[src/rtl/reorder_buffer.sv]
// reorder_buffer: in-order retirement buffer with completion tracking and mispredict squash.
// Optional feature macro ROB_WB_BYPASS_EN: a writeback to the head entry retires it in the same cycle.
module reorder_buffer #(
  parameter int DEPTH         = 16,
  parameter int PHYS_REG_BITS = 6
) (
  input  logic                       clk,
  input  logic                       rst_i,
  input  logic                       alloc_valid_i,
  input  logic                       alloc_has_rd_i,
  input  logic [PHYS_REG_BITS-1:0]   alloc_pd_i,
  output logic                       alloc_ready_o,
  output logic [$clog2(DEPTH)-1:0]   alloc_tag_o,
  input  logic                       wb_valid_i,
  input  logic [$clog2(DEPTH)-1:0]   wb_tag_i,
  input  logic                       br_valid_i,
  input  logic                       br_hit_i,
  input  logic [$clog2(DEPTH)-1:0]   br_tag_i,
  output logic                       retire_o,
  output logic                       commit_valid_o,
  output logic [PHYS_REG_BITS-1:0]   commit_idx_o,
  output logic                       empty_o,
  output logic                       full_o
);

  localparam int TAG_BITS = $clog2(DEPTH);
  localparam int PTR_BITS = TAG_BITS + 1;

  logic [PTR_BITS-1:0]      head_q, head_d;
  logic [PTR_BITS-1:0]      tail_q, tail_d;
  logic [TAG_BITS-1:0]      head_idx;
  logic [TAG_BITS-1:0]      tail_idx;
  logic [TAG_BITS-1:0]      br_dist;

  logic [DEPTH-1:0]         valid_vec;
  logic [DEPTH-1:0]         done_vec;
  logic [DEPTH-1:0]         has_rd_vec;
  logic [PHYS_REG_BITS-1:0] pd_vec [DEPTH];

  logic                     mispredict_req;
  logic                     mispredict;
  logic                     wb_hit;
  logic                     alloc_fire;
  logic                     head_wb;
  logic                     head_done;

  assign head_idx = head_q[TAG_BITS-1:0];
  assign tail_idx = tail_q[TAG_BITS-1:0];

  assign empty_o = (head_q == tail_q);
  assign full_o  = (head_idx == tail_idx) && (head_q[TAG_BITS] != tail_q[TAG_BITS]);

  // Any mispredict request blocks allocation, even one that names an invalid tag.
  assign mispredict_req = br_valid_i & ~br_hit_i;
  assign mispredict     = mispredict_req & valid_vec[br_tag_i];
  assign br_dist        = br_tag_i - head_idx;

  assign wb_hit        = wb_valid_i & valid_vec[wb_tag_i];
  assign alloc_ready_o = ~full_o & ~mispredict_req;
  assign alloc_fire    = alloc_valid_i & alloc_ready_o;
  assign alloc_tag_o   = tail_idx;

  // The head is never younger than a resolving branch, so it cannot be squashed here.
  assign head_wb = wb_hit & (wb_tag_i == head_idx);

`ifdef ROB_WB_BYPASS_EN
  assign head_done = done_vec[head_idx] | head_wb;
`else
  assign head_done = done_vec[head_idx];
`endif

  assign retire_o       = valid_vec[head_idx] & head_done;
  assign commit_valid_o = retire_o & has_rd_vec[head_idx] & (pd_vec[head_idx] != '0);
  assign commit_idx_o   = commit_valid_o ? pd_vec[head_idx] : '0;

  always_comb begin
    head_d = head_q;
    tail_d = tail_q;
    if (retire_o) begin
      head_d = head_q + PTR_BITS'(1);
    end
    // Rebuilding tail from head keeps the wrap bit consistent with the live distance.
    if (mispredict) begin
      tail_d = head_q + {1'b0, br_dist} + PTR_BITS'(1);
    end else if (alloc_fire) begin
      tail_d = tail_q + PTR_BITS'(1);
    end
  end

  always_ff @(posedge clk) begin
    if (rst_i) begin
      head_q <= '0;
      tail_q <= '0;
    end else begin
      head_q <= head_d;
      tail_q <= tail_d;
    end
  end

  for (genvar gi = 0; gi < DEPTH; gi++) begin : g_entry
    logic [TAG_BITS-1:0]      offset;
    logic                     squash;
    logic                     wb_here;
    logic                     retire_here;
    logic                     alloc_here;
    logic                     valid_q, valid_d;
    logic                     done_q, done_d;
    logic                     has_rd_q, has_rd_d;
    logic [PHYS_REG_BITS-1:0] pd_q, pd_d;

    // Age relative to head; anything strictly older-than-branch distance survives.
    assign offset      = TAG_BITS'(gi) - head_idx;
    assign squash      = mispredict & (offset > br_dist);
    assign wb_here     = wb_hit & (wb_tag_i == TAG_BITS'(gi)) & ~squash;
    assign retire_here = retire_o & (head_idx == TAG_BITS'(gi));
    assign alloc_here  = alloc_fire & (tail_idx == TAG_BITS'(gi));

    always_comb begin
      valid_d  = valid_q;
      done_d   = done_q;
      has_rd_d = has_rd_q;
      pd_d     = pd_q;
      if (wb_here) begin
        done_d = 1'b1;
      end
      if (squash || retire_here) begin
        valid_d = 1'b0;
        done_d  = 1'b0;
      end
      if (alloc_here) begin
        valid_d  = 1'b1;
        done_d   = 1'b0;
        has_rd_d = alloc_has_rd_i;
        pd_d     = alloc_pd_i;
      end
    end

    always_ff @(posedge clk) begin
      if (rst_i) begin
        valid_q  <= 1'b0;
        done_q   <= 1'b0;
        has_rd_q <= 1'b0;
        pd_q     <= '0;
      end else begin
        valid_q  <= valid_d;
        done_q   <= done_d;
        has_rd_q <= has_rd_d;
        pd_q     <= pd_d;
      end
    end

    assign valid_vec[gi]  = valid_q;
    assign done_vec[gi]   = done_q;
    assign has_rd_vec[gi] = has_rd_q;
    assign pd_vec[gi]     = pd_q;
  end

endmodule

[config.mk]
export PLATFORM = sky130hd
export DESIGN_NAME = reorder_buffer
export DESIGN_NICKNAME = d
export VERILOG_FILES = /design/src/rtl/reorder_buffer.sv
export SDC_FILE = /design/constraint.sdc
export NUM_CORES = 1
export LEC_CHECK = 0
export CAP_MARGIN = 25
export CORE_ASPECT_RATIO = 0.75
export CORE_MARGIN = 3
export CORE_UTILIZATION = 55
export CTS_CLUSTER_SIZE = 10
export DETAILED_ROUTE_END_ITERATION = 7
export PLACE_DENSITY = 0.73
export SETUP_SLACK_MARGIN = 0.2
export SLEW_MARGIN = 20
export SYNTH_ARGS = -nofsm -noshare
export SYNTH_HDL_FRONTEND = slang
export SYNTH_SLANG_ARGS = --single-unit
export TNS_END_PERCENT = 5
[constraint.sdc]
create_clock -name clk -period 6.6 [get_ports clk]
set_input_delay 1.32 -clock clk [delete_from_list [all_inputs] [get_ports clk]]
set_output_delay 1.32 -clock clk [all_outputs]
set_load 0.02 [all_outputs]
==> results of run 1 <==
critical path, cell delays in order, from the launching register on:
cell             delay (ns)
dfxtp_2                0.96
nand2b_1               0.33
nor2_1                 0.17
and4b_1                0.20
a31oi_1                0.48
and3_1                 0.40
nor2b_1                0.18
clkdlybuf4s50_1        0.61
state kept, by name, summed over array words and instances, names as in the netlist:
register          count
g_entry.has_rd_q     16
tail_q                5
head_q                5
g_entry.valid_q      16
g_entry.pd_q         96
g_entry.done_q       16
metal layers:
metal | global-route usage [%] | vias up
met4 | 6.41 | 0
met3 | 7.95 | 38
met5 | 0 | -
met1 | 42.1 | 3497
li1 | - | 3390
met2 | 42.3 | 352
metrics by stage:
stage          setup slack [ns]  cells  hold WS [ns]  utilization, %  power (mW)
2_1_floorplan              2.73    954         0.433               -        1.13
3_3_place_gp               1.73   1132         0.440            58.7        1.19
3_5_place_dp               1.56   1132         0.446            58.7        1.19
5_1_grt                    1.31   1165         0.473            62.4        2.17
4_1_cts                    1.54   1164         0.455            62.3        2.11
6_report                   1.49   1165         0.455            62.4        2.11
Yosys cell counts (3+ instances only):
master,count
a211oi_2,4
a21o_1,3
a21oi_1,83
a31oi_1,8
a32o_1,3
a32oi_1,3
and2_1,5
and3_1,12
and3b_1,3
buf_2,8
buf_4,9
buf_6,10
clkbuf_1,35
dfxtp_1,154
ha_1,36
inv_1,18
maj3_1,4
mux2i_1,84
mux4_2,35
nand2_1,128
nand2b_1,10
nand3_1,22
nand3_2,11
nand4_1,8
nor2_1,107
nor2b_1,13
nor3_1,4
nor4_1,5
nor4b_2,3
o211a_1,3
o211ai_1,13
o21a_1,3
o21ai_0,12
o21ai_1,5
o21bai_1,4
o221ai_1,4
o22ai_1,11
xnor2_1,16
xor2_1,7
report_power, final:
| part | internal (mW) | leakage (nW) | switching (mW) |
|---|---|---|---|
| Sequential | 0.943 | 1.24 | 0.0133 |
| Combinational | 0.0859 | 2.45 | 0.136 |
| Clock | 0.496 | 0.264 | 0.434 |
cell type report:
| class | count | area [um^2] |
|---|---|---|
| multi-input combinational | 710 | 5230 |
| timing repair buffer | 42 | 404 |
| sequential | 154 | 3090 |
| inverter | 22 | 87.6 |
| tap | 205 | 256 |
| fill | 1315 | 5800 |
| clock buffer | 18 | 429 |
| clock inverter | 14 | 126 |
kinds of logic after synthesis:
logic type                 share of synthesized area [%]
muxes                                               18.5
and+or+nand+nor                                     18.8
xor gates and xnor gates                            3.06
AOI/OAI and AO/OA                                   13.0
buffers and inverters                               5.54
DFF                                                 35.1
adders and majority gates                           6.04
worst paths after layout:
| check | from | to | slack, ns |
|---|---|---|---|
| max | head_q[0] | commit_idx_o[2] | 1.49 |
| min | g_entry[12].has_rd_q | g_entry[12].has_rd_q | 0.46 |
| max reg2reg | head_q[1] | g_entry[7].done_q | 2.50 |
| min reg2reg | g_entry[12].has_rd_q | g_entry[12].has_rd_q | 0.46 |
==> metrics.txt, run 1 <==
status completed; flops & latches, synth approximately 150; # IOs 36; first-pass GRT wire length around 39 mm; post-CTS setup buffer count 0; clk_lat worst skew between 0.4 and 0.5 ns; Max Cap Viol 0; clock slew seen by the registers of the worst setup and hold paths 0.07 ns; ANT nets after route 0; pwr dens about 220 mW/mm^2; nets just over 1,000; Synth async-reset ratio 0%; share of cells above drive strength 1 a little under an eighth; Initial Util between 50% and 60%; Tcrit/Tclk final between 70% and 80%; worst reg2reg path depth 12; wire length on met2 roughly 11 mm; gr usage total between 20% and 30%; design area slightly below 0.01 mm^2; Final Setup Violations 0; Hold-fix buffers, CTS 0; worst-margin pin slew 0.975 ns; Yosys top cell by area dfxtp_1; most common cell after layout, fill and taps aside dfxtp_1; CP required between 5 and 6 ns; Port Buffer Count 35; clk sinks 154; largest cells by area after synthesis dfxtp_1, mux2i_1, mux4_2; Max VDD drop roughly 0.00017 V; antenna violations before repair 0; Primary FF master, synth dfxtp_1; Detailed Route Iter0 Violations 874; Net Count, Synth between 1,000 and 1,500; clk_skew 0.0116 ns; Seq/Total Area, Yosys a little over a third; CTS tree yes; RSZ-0062 raised after global routing no; H-Tree Depth 4; crit end category output port; Antenna diodes 0; drt pass-1 iters 5; core box area 0.0154 mm^2; CTS buffer count 17; grt total ovfl 0; startpoint types register; Met3 Routed Length about 2.8 mm; Die Span X roughly 150 um; LEAKAGE 3.96 nW; Gate Count Post-Synth approximately 950; clk buf depth 2; number of global-route vias before repair between 6,000 and 7,000; Max FO, Critical Path 31; Slew headroom a little over a third; uppermost layer routed met4; TNS Setup 0 ns; post_cts resized 0; via count between 7,000 and 8,000; Post-Route WL about 25 mm; DR vias/cell between 6 and 7; area after detailed placement between 0.009 and 0.01 mm^2; Syn. warnings 0; Final Wtd Congestion slightly below 1; fin. max-slew vios 0; Layout area overhead 9.42%; hold path cells 2; Hold Path Class reg -> reg; clock root cell clkbuf_16; drc violations 0; critical path class reg -> out; number of synthesized flops with an enable pin 0; die area 0.0175 mm^2; largest net degree at the start of global routing 93; Max Freq slightly below 200 MHz; Netlist cell types 77; Crit path arrival time between 3 and 4 ns; final hold vios 0; highest-count cells in the layout ignoring fill and taps dfxtp_1, nand2_1, nor2_1; post-synth top area share 35.1%; drt wl/cell about 21 um; dpl hpwl between 15 and 20 mm; Mean Syn Cell Area between 9 and 10 um^2; M1 WL between 10 and 15 mm; cell area after synthesis about 0.009 mm^2; Min Clock Period, post-route between 5 and 6 ns; cell row count 39; Vert. Die Dim approximately 120 um
Power figures use the tool's default switching activity.
==> inputs of run 2 (changes only) <==
clock period = 5 ns   (was 6.6 ns; I/O delays follow)
==> metrics.txt, run 2 (synthesized netlist as in run 1, its figures left out) <==
Crit path arrival time 3.54 ns (was 3.79 ns); gr usage total 28.2% (was 28.6%); Max FO, Critical Path 23 (was 31); TNS Setup 0 ns (unchanged); Vert. Die Dim 115 um (unchanged); # IOs 36 (unchanged); grt total ovfl 0 (unchanged); Port Buffer Count 35 (unchanged); first-pass GRT wire length 38.9 mm (was 39.3 mm); Final Wtd Congestion 0.954 (was 0.970); fin. max-slew vios 0 (unchanged); hold path cells 2 (unchanged); Detailed Route Iter0 Violations 815 (was 874); slowest CP cell dfxtp_2 (unchanged); clk_skew 0.0154 ns (was 0.0116 ns); most common cell after layout, fill and taps aside dfxtp_1 (unchanged); ANT nets after route 0 (unchanged); Slew headroom 36.6% (was 35.0%); drc violations 0 (unchanged); worst-margin pin slew 0.950 ns (was 0.975 ns); Post-Place Cells 1,140 (was 1,132); drt pass-1 iters 5 (unchanged); Max Cap Viol 0 (unchanged); final hold vios 0 (unchanged); routing usage on met1 41.3% (was 42.1%); post-CTS setup buffer count 0 (unchanged); Max Freq between 200 and 250 MHz; Most Frequent Cell on Critical Path a31oi_1; dpl hpwl 17.1 mm (was 16.9 mm); crit end category output port (unchanged); Hold-fix buffers, CTS 0 (unchanged); Largest Register g_entry.pd_q (unchanged); Finished Core Util 62.9% (was 62.4%); Final WS setup 0.459 ns (was 1.49 ns); Tcrit/Tclk final between 90% and 100%; critical path class reg -> out (unchanged); CP required 4.00 ns (was 5.28 ns); WHS 0.453 ns (was 0.455 ns); area after detailed placement 0.00911 mm^2 (was 0.00905 mm^2); GR peak layer met1 (was met2); max reg flops 96 (unchanged); Max VDD drop 0.000220 V (was 0.000172 V); nets 1,013 (was 1,006); antenna violations before repair 0 (unchanged); LEAKAGE 4.01 nW (was 3.96 nW); CTS buffer count 17 (unchanged); CP max stage delay 0.82 ns (was 0.96 ns); worst hold start g_entry[12].has_rd_q (unchanged); drt wl/cell 21.2 um (was 21.4 um); core box area 0.0154 mm^2 (unchanged); Min Clock Period, post-route roughly 4.5 ns; Hold Path Class reg -> reg (unchanged); die area 0.0175 mm^2 (unchanged); H-Tree Depth 4 (unchanged); Worst path top cell family by delay buffers and inverters (was simple AND/OR/NAND/NOR gates); CP Cell Sequence or2_1, a31oi_1, and4b_1, a31oi_1, nand2_4, inv_2, clkdlybuf4s50_1 (was nand2b_1, nor2_1, and4b_1, a31oi_1, and3_1, nor2b_1, clkdlybuf4s50_1); Antenna diodes 0 (unchanged); fillers 1,331 (was 1,315); Post-Route WL 24.8 mm (was 24.9 mm); CTS tree yes (unchanged); clock root cell clkbuf_16 (unchanged); share of cells above drive strength 1 12.2% (was 11.5%); pwr dens 293 mW/mm^2 (was 219 mW/mm^2); DR vias/cell 6.25 (about the same); routing usage on met3 9.78% (was 7.95%); hold worst-path end g_entry[12].has_rd_q (unchanged); highest-count cells in the layout ignoring fill and taps dfxtp_1, nand2_1, nor2_1 (unchanged); largest net degree at the start of global routing 88 (was 93); Layout area overhead 10.3% (was 9.42%); post_cts resized 0 (unchanged); RSZ-0062 raised after global routing no (unchanged); cell row count 39 (unchanged); startpoint types register (unchanged); design area 0.00970 mm^2 (was 0.00962 mm^2); Power Total 2.84 mW (was 2.11 mW); met2 GRT Util 41.0% (was 42.3%); via count 7,327 (was 7,277); Placement Setup Slack 0.698 ns (was 1.56 ns); clk_lat worst skew 0.43 ns (about the same); capture point of the worst reg-to-reg path g_entry[7].done_q (unchanged); Final Non-Filler Cells 1,172 (was 1,165); RR Startpoint head_q[1] (unchanged); number of global-route vias before repair 6,896 (was 6,923); clock slew seen by the registers of the worst setup and hold paths 0.07 ns (about the same); clk sinks 154 (unchanged); worst path buffer plus inverter count 2 (was 1); status completed (unchanged); clk buf depth 2 (unchanged); Die Span X 152 um (unchanged); R2R Setup Slk 1.18 ns (was 2.50 ns); worst reg2reg path depth 12 (unchanged); Initial Util 57.0% (unchanged); Final Setup Violations 0 (unchanged)
-- run 2: worst max-delay path by stage --
| stage | slack [ns] | from | cells past startpoint | to |
|---|---|---|---|---|
| after detailed placement | 0.70 | br_tag_i[0] | 13 | g_entry[3].valid_q |
| after floorplan | 1.45 | br_tag_i[0] | 12 | g_entry[7].done_q |
| after CTS | 0.54 | head_q[2] | 8 | commit_valid_o |
| after global placement | 0.82 | br_tag_i[0] | 13 | g_entry[0].valid_q |
| after global routing | 0.34 | head_q[1] | 7 | commit_idx_o[5] |
| final | 0.46 | head_q[2] | 7 | retire_o |
-- run 2: worst reg2reg max path, stage by stage (launching register included) --
cell,delay (ns)
dfxtp_2,0.75
buf_4,0.39
inv_1,0.32
ha_1,0.39
nand3b_1,0.07
nand2_1,0.14
xnor3_2,0.39
inv_1,0.19
ha_1,0.31
inv_1,0.12
nand4_1,0.10
a32o_1,0.28
nor4b_1,0.28
-- run 2: cell type report --
class	instances	area [um^2]	share of cell area, %
clock buffers	19	453	4.67
clock inverters	13	133	1.37
inverters	22	87.6	0.903
multi-input cells	710	5230	53.9
flip-flops and latches	154	3090	31.8
well taps	205	256	2.65
repair buffers	49	453	4.67
-- run 2: routing by layer --
metal	vias to the layer above	part of all wire, %	wire, um
met4	0	0.95	237
met3	26	12	3070
met5	-	0	0
met2	404	41	10200
li1	3395	-	-
met1	3502	45	11300
-- run 2: power by group --
group,internal [mW],leakage (nW),switching [mW]
Combinational,0.115,2.48,0.183
Clock,0.727,0.286,0.558
Sequential,1.24,1.24,0.0164
==> inputs of run 3 (changes only) <==
==> constraint.sdc (replaced) <==
create_clock -name clk -period 4.3 [get_ports clk]
set_input_delay 0.86 -clock clk [delete_from_list [all_inputs] [get_ports clk]]
set_output_delay 0.86 -clock clk [all_outputs]
set_load 0.1 [all_outputs]
==> metrics.txt, run 3 (synthesized netlist as in run 1, its figures left out) <==
CP Cell Sequence buf_4, nand4_1, and4b_1, a31oi_1, and3_1, nor2b_1, buf_12 (was or2_1, a31oi_1, and4b_1, a31oi_1, nand2_4, inv_2, clkdlybuf4s50_1); clk buf depth 2 (unchanged); capture point of the worst reg-to-reg path g_entry[7].done_q (unchanged); critical path class reg -> out (unchanged); largest net degree at the start of global routing 57 (was 88); switching power 0.924 mW (was 0.757 mW); gr usage total 28.5% (was 28.2%); Max Cap Viol 0 (unchanged); Max Freq between 200 and 300 MHz; Detailed Route Iter0 Violations 779 (was 815); CP max stage delay 0.60 ns (was 0.82 ns); hold worst-path end g_entry[5].pd_q[5] (was g_entry[12].has_rd_q); status completed (unchanged); RSZ-0062 raised after global routing no (unchanged); Final Setup Violations 0 (unchanged); Pint 2.35 mW (was 2.09 mW); TNS Setup 0 ns (unchanged); max reg flops 96 (unchanged); CTS buffer count 17 (unchanged); Min Clock Period, post-route 3.97 ns; R2R Setup Slk 0.85 ns (was 1.18 ns); RR Startpoint head_q[2] (was head_q[1]); worst hold start g_entry[5].pd_q[5] (was g_entry[12].has_rd_q); Finished Core Util 63.5% (was 62.9%); Clock Power Share 43.2% (was 45.2%); fin. max-slew vios 0 (unchanged); Power Total 3.27 mW (was 2.84 mW); most common cell after layout, fill and taps aside dfxtp_1 (unchanged); slowest CP cell dfxtp_2 (unchanged); Hold Path Class reg -> reg (unchanged); nets 1,021 (was 1,013); antenna violations before repair 0 (unchanged); Final Wtd Congestion 1.01 (was 0.954); CTS tree yes (unchanged); post_cts resized 0 (unchanged); startpoint types register (unchanged); drt wl/cell 21.2 um (about the same); final hold vios 0 (unchanged); H-Tree Depth 4 (unchanged); Largest Register g_entry.pd_q (unchanged); worst reg2reg path depth 12 (unchanged); Tcrit/Tclk final between 90% and 100%; WHS 0.453 ns (about the same); Initial Util 57.0% (unchanged); worst-margin pin slew 0.970 ns (was 0.950 ns); switching portion of total power 28.2% (was 26.6%); crit end category output port (unchanged); dpl hpwl 17.5 mm (was 17.1 mm); hold path cells 2 (unchanged); Max FO, Critical Path 15 (was 23); clk sinks 154 (unchanged); highest-count cells in the layout ignoring fill and taps dfxtp_1, nand2_1, nor2_1 (unchanged); Post-Place Cells 1,148 (was 1,140); drt pass-1 iters 6 (was 5); DR vias/cell 6.22 (was 6.25); clock slew seen by the registers of the worst setup and hold paths 0.07 ns (about the same); number of global-route vias before repair 6,932 (was 6,896); Seq pwr share 44.8% (was 44.4%); clock root cell clkbuf_16 (unchanged); post-CTS setup buffer count 0 (unchanged); Crit path arrival time 3.11 ns (was 3.54 ns); drc violations 0 (unchanged); Hold-fix buffers, CTS 0 (unchanged); # IOs 36 (unchanged); die area 0.0175 mm^2 (unchanged); Vert. Die Dim 115 um (unchanged); cell row count 39 (unchanged); pwr dens 334 mW/mm^2 (was 293 mW/mm^2); ANT nets after route 0 (unchanged); Antenna diodes 0 (unchanged); clk_skew 0.00833 ns (was 0.0154 ns); Max VDD drop 0.000256 V (was 0.000220 V); Comb pwr share 12.0% (was 10.5%); Slew headroom 35.1% (was 36.6%); LEAKAGE 4.07 nW (was 4.01 nW); Post-Route WL 25.0 mm (was 24.8 mm); Final Non-Filler Cells 1,179 (was 1,172); Die Span X 152 um (unchanged); grt total ovfl 0 (unchanged); via count 7,339 (was 7,327); first-pass GRT wire length 39.2 mm (was 38.9 mm); Layout area overhead 11.4% (was 10.3%); clk_lat worst skew 0.42 ns (was 0.43 ns); fillers 1,276 (was 1,331); CP required 3.44 ns (was 4.00 ns); core box area 0.0154 mm^2 (unchanged); Port Buffer Count 35 (unchanged); share of cells above drive strength 1 14.0% (was 12.2%)
-- run 3: worst max-delay path by stage --
stage / to / slack, ns / startpoint / cells past startpoint
2_1_floorplan: commit_idx_o[0] / 0.28 / head_q[1] / 8
3_3_place_gp: g_entry[11].done_q / 0.39 / br_tag_i[0] / 13
3_5_place_dp: g_entry[11].done_q / 0.30 / br_tag_i[0] / 13
4_1_cts: commit_idx_o[2] / 0.33 / head_q[0] / 7
5_1_grt: commit_idx_o[2] / 0.22 / head_q[1] / 7
6_report: commit_idx_o[2] / 0.33 / head_q[1] / 7
-- run 3: per-layer routing --
layer  wire (um)  global-route usage [%]
met2       10400                    41.4
met3        3030                    7.32
met4         237                    6.89
met1       11300                    42.7
met5           0                       0
-- run 3: layout make-up --
cell class | count | area, um^2 | area share, %
Inverter | 22 | 87.6 | 0.894
Multi-Input combinational cell | 710 | 5230 | 53.4
Clock buffer | 18 | 439 | 4.48
Tap cell | 205 | 256 | 2.62
Sequential cell | 154 | 3090 | 31.5
Timing Repair Buffer | 57 | 586 | 5.98
Clock inverter | 13 | 110 | 1.12
-- run 3: worst max-delay path, delay by kind of cell, from the launching register on --
kind / cells / cell delay, ns
flip-flops: 1 / 0.60
AND/OR/NAND/NOR: 4 / 1.05
AO/OA/AOI/OAI: 1 / 0.51
buffers and inverters: 2 / 0.53
-- run 3: power groups by stage --
stage                     Combinational (mW)  Clock (mW)  Sequential [mW]
final                                  0.394        1.41             1.47
after detailed placement               0.386           0             1.50
after global placement                 0.382           0             1.50
after global routing                   0.421        1.48             1.47
after CTS                              0.389        1.42             1.47
after floorplan                        0.287           0             1.49
-- run 3: per-stage QoR --
stage | worst slack, ns | area, um^2
finish | 0.328 | 9790
global route | 0.221 | 9790
CTS | 0.330 | 9790
detailed placement | 0.301 | 9240
global placement | 0.387 | 9240
floorplan | 0.280 | 8790
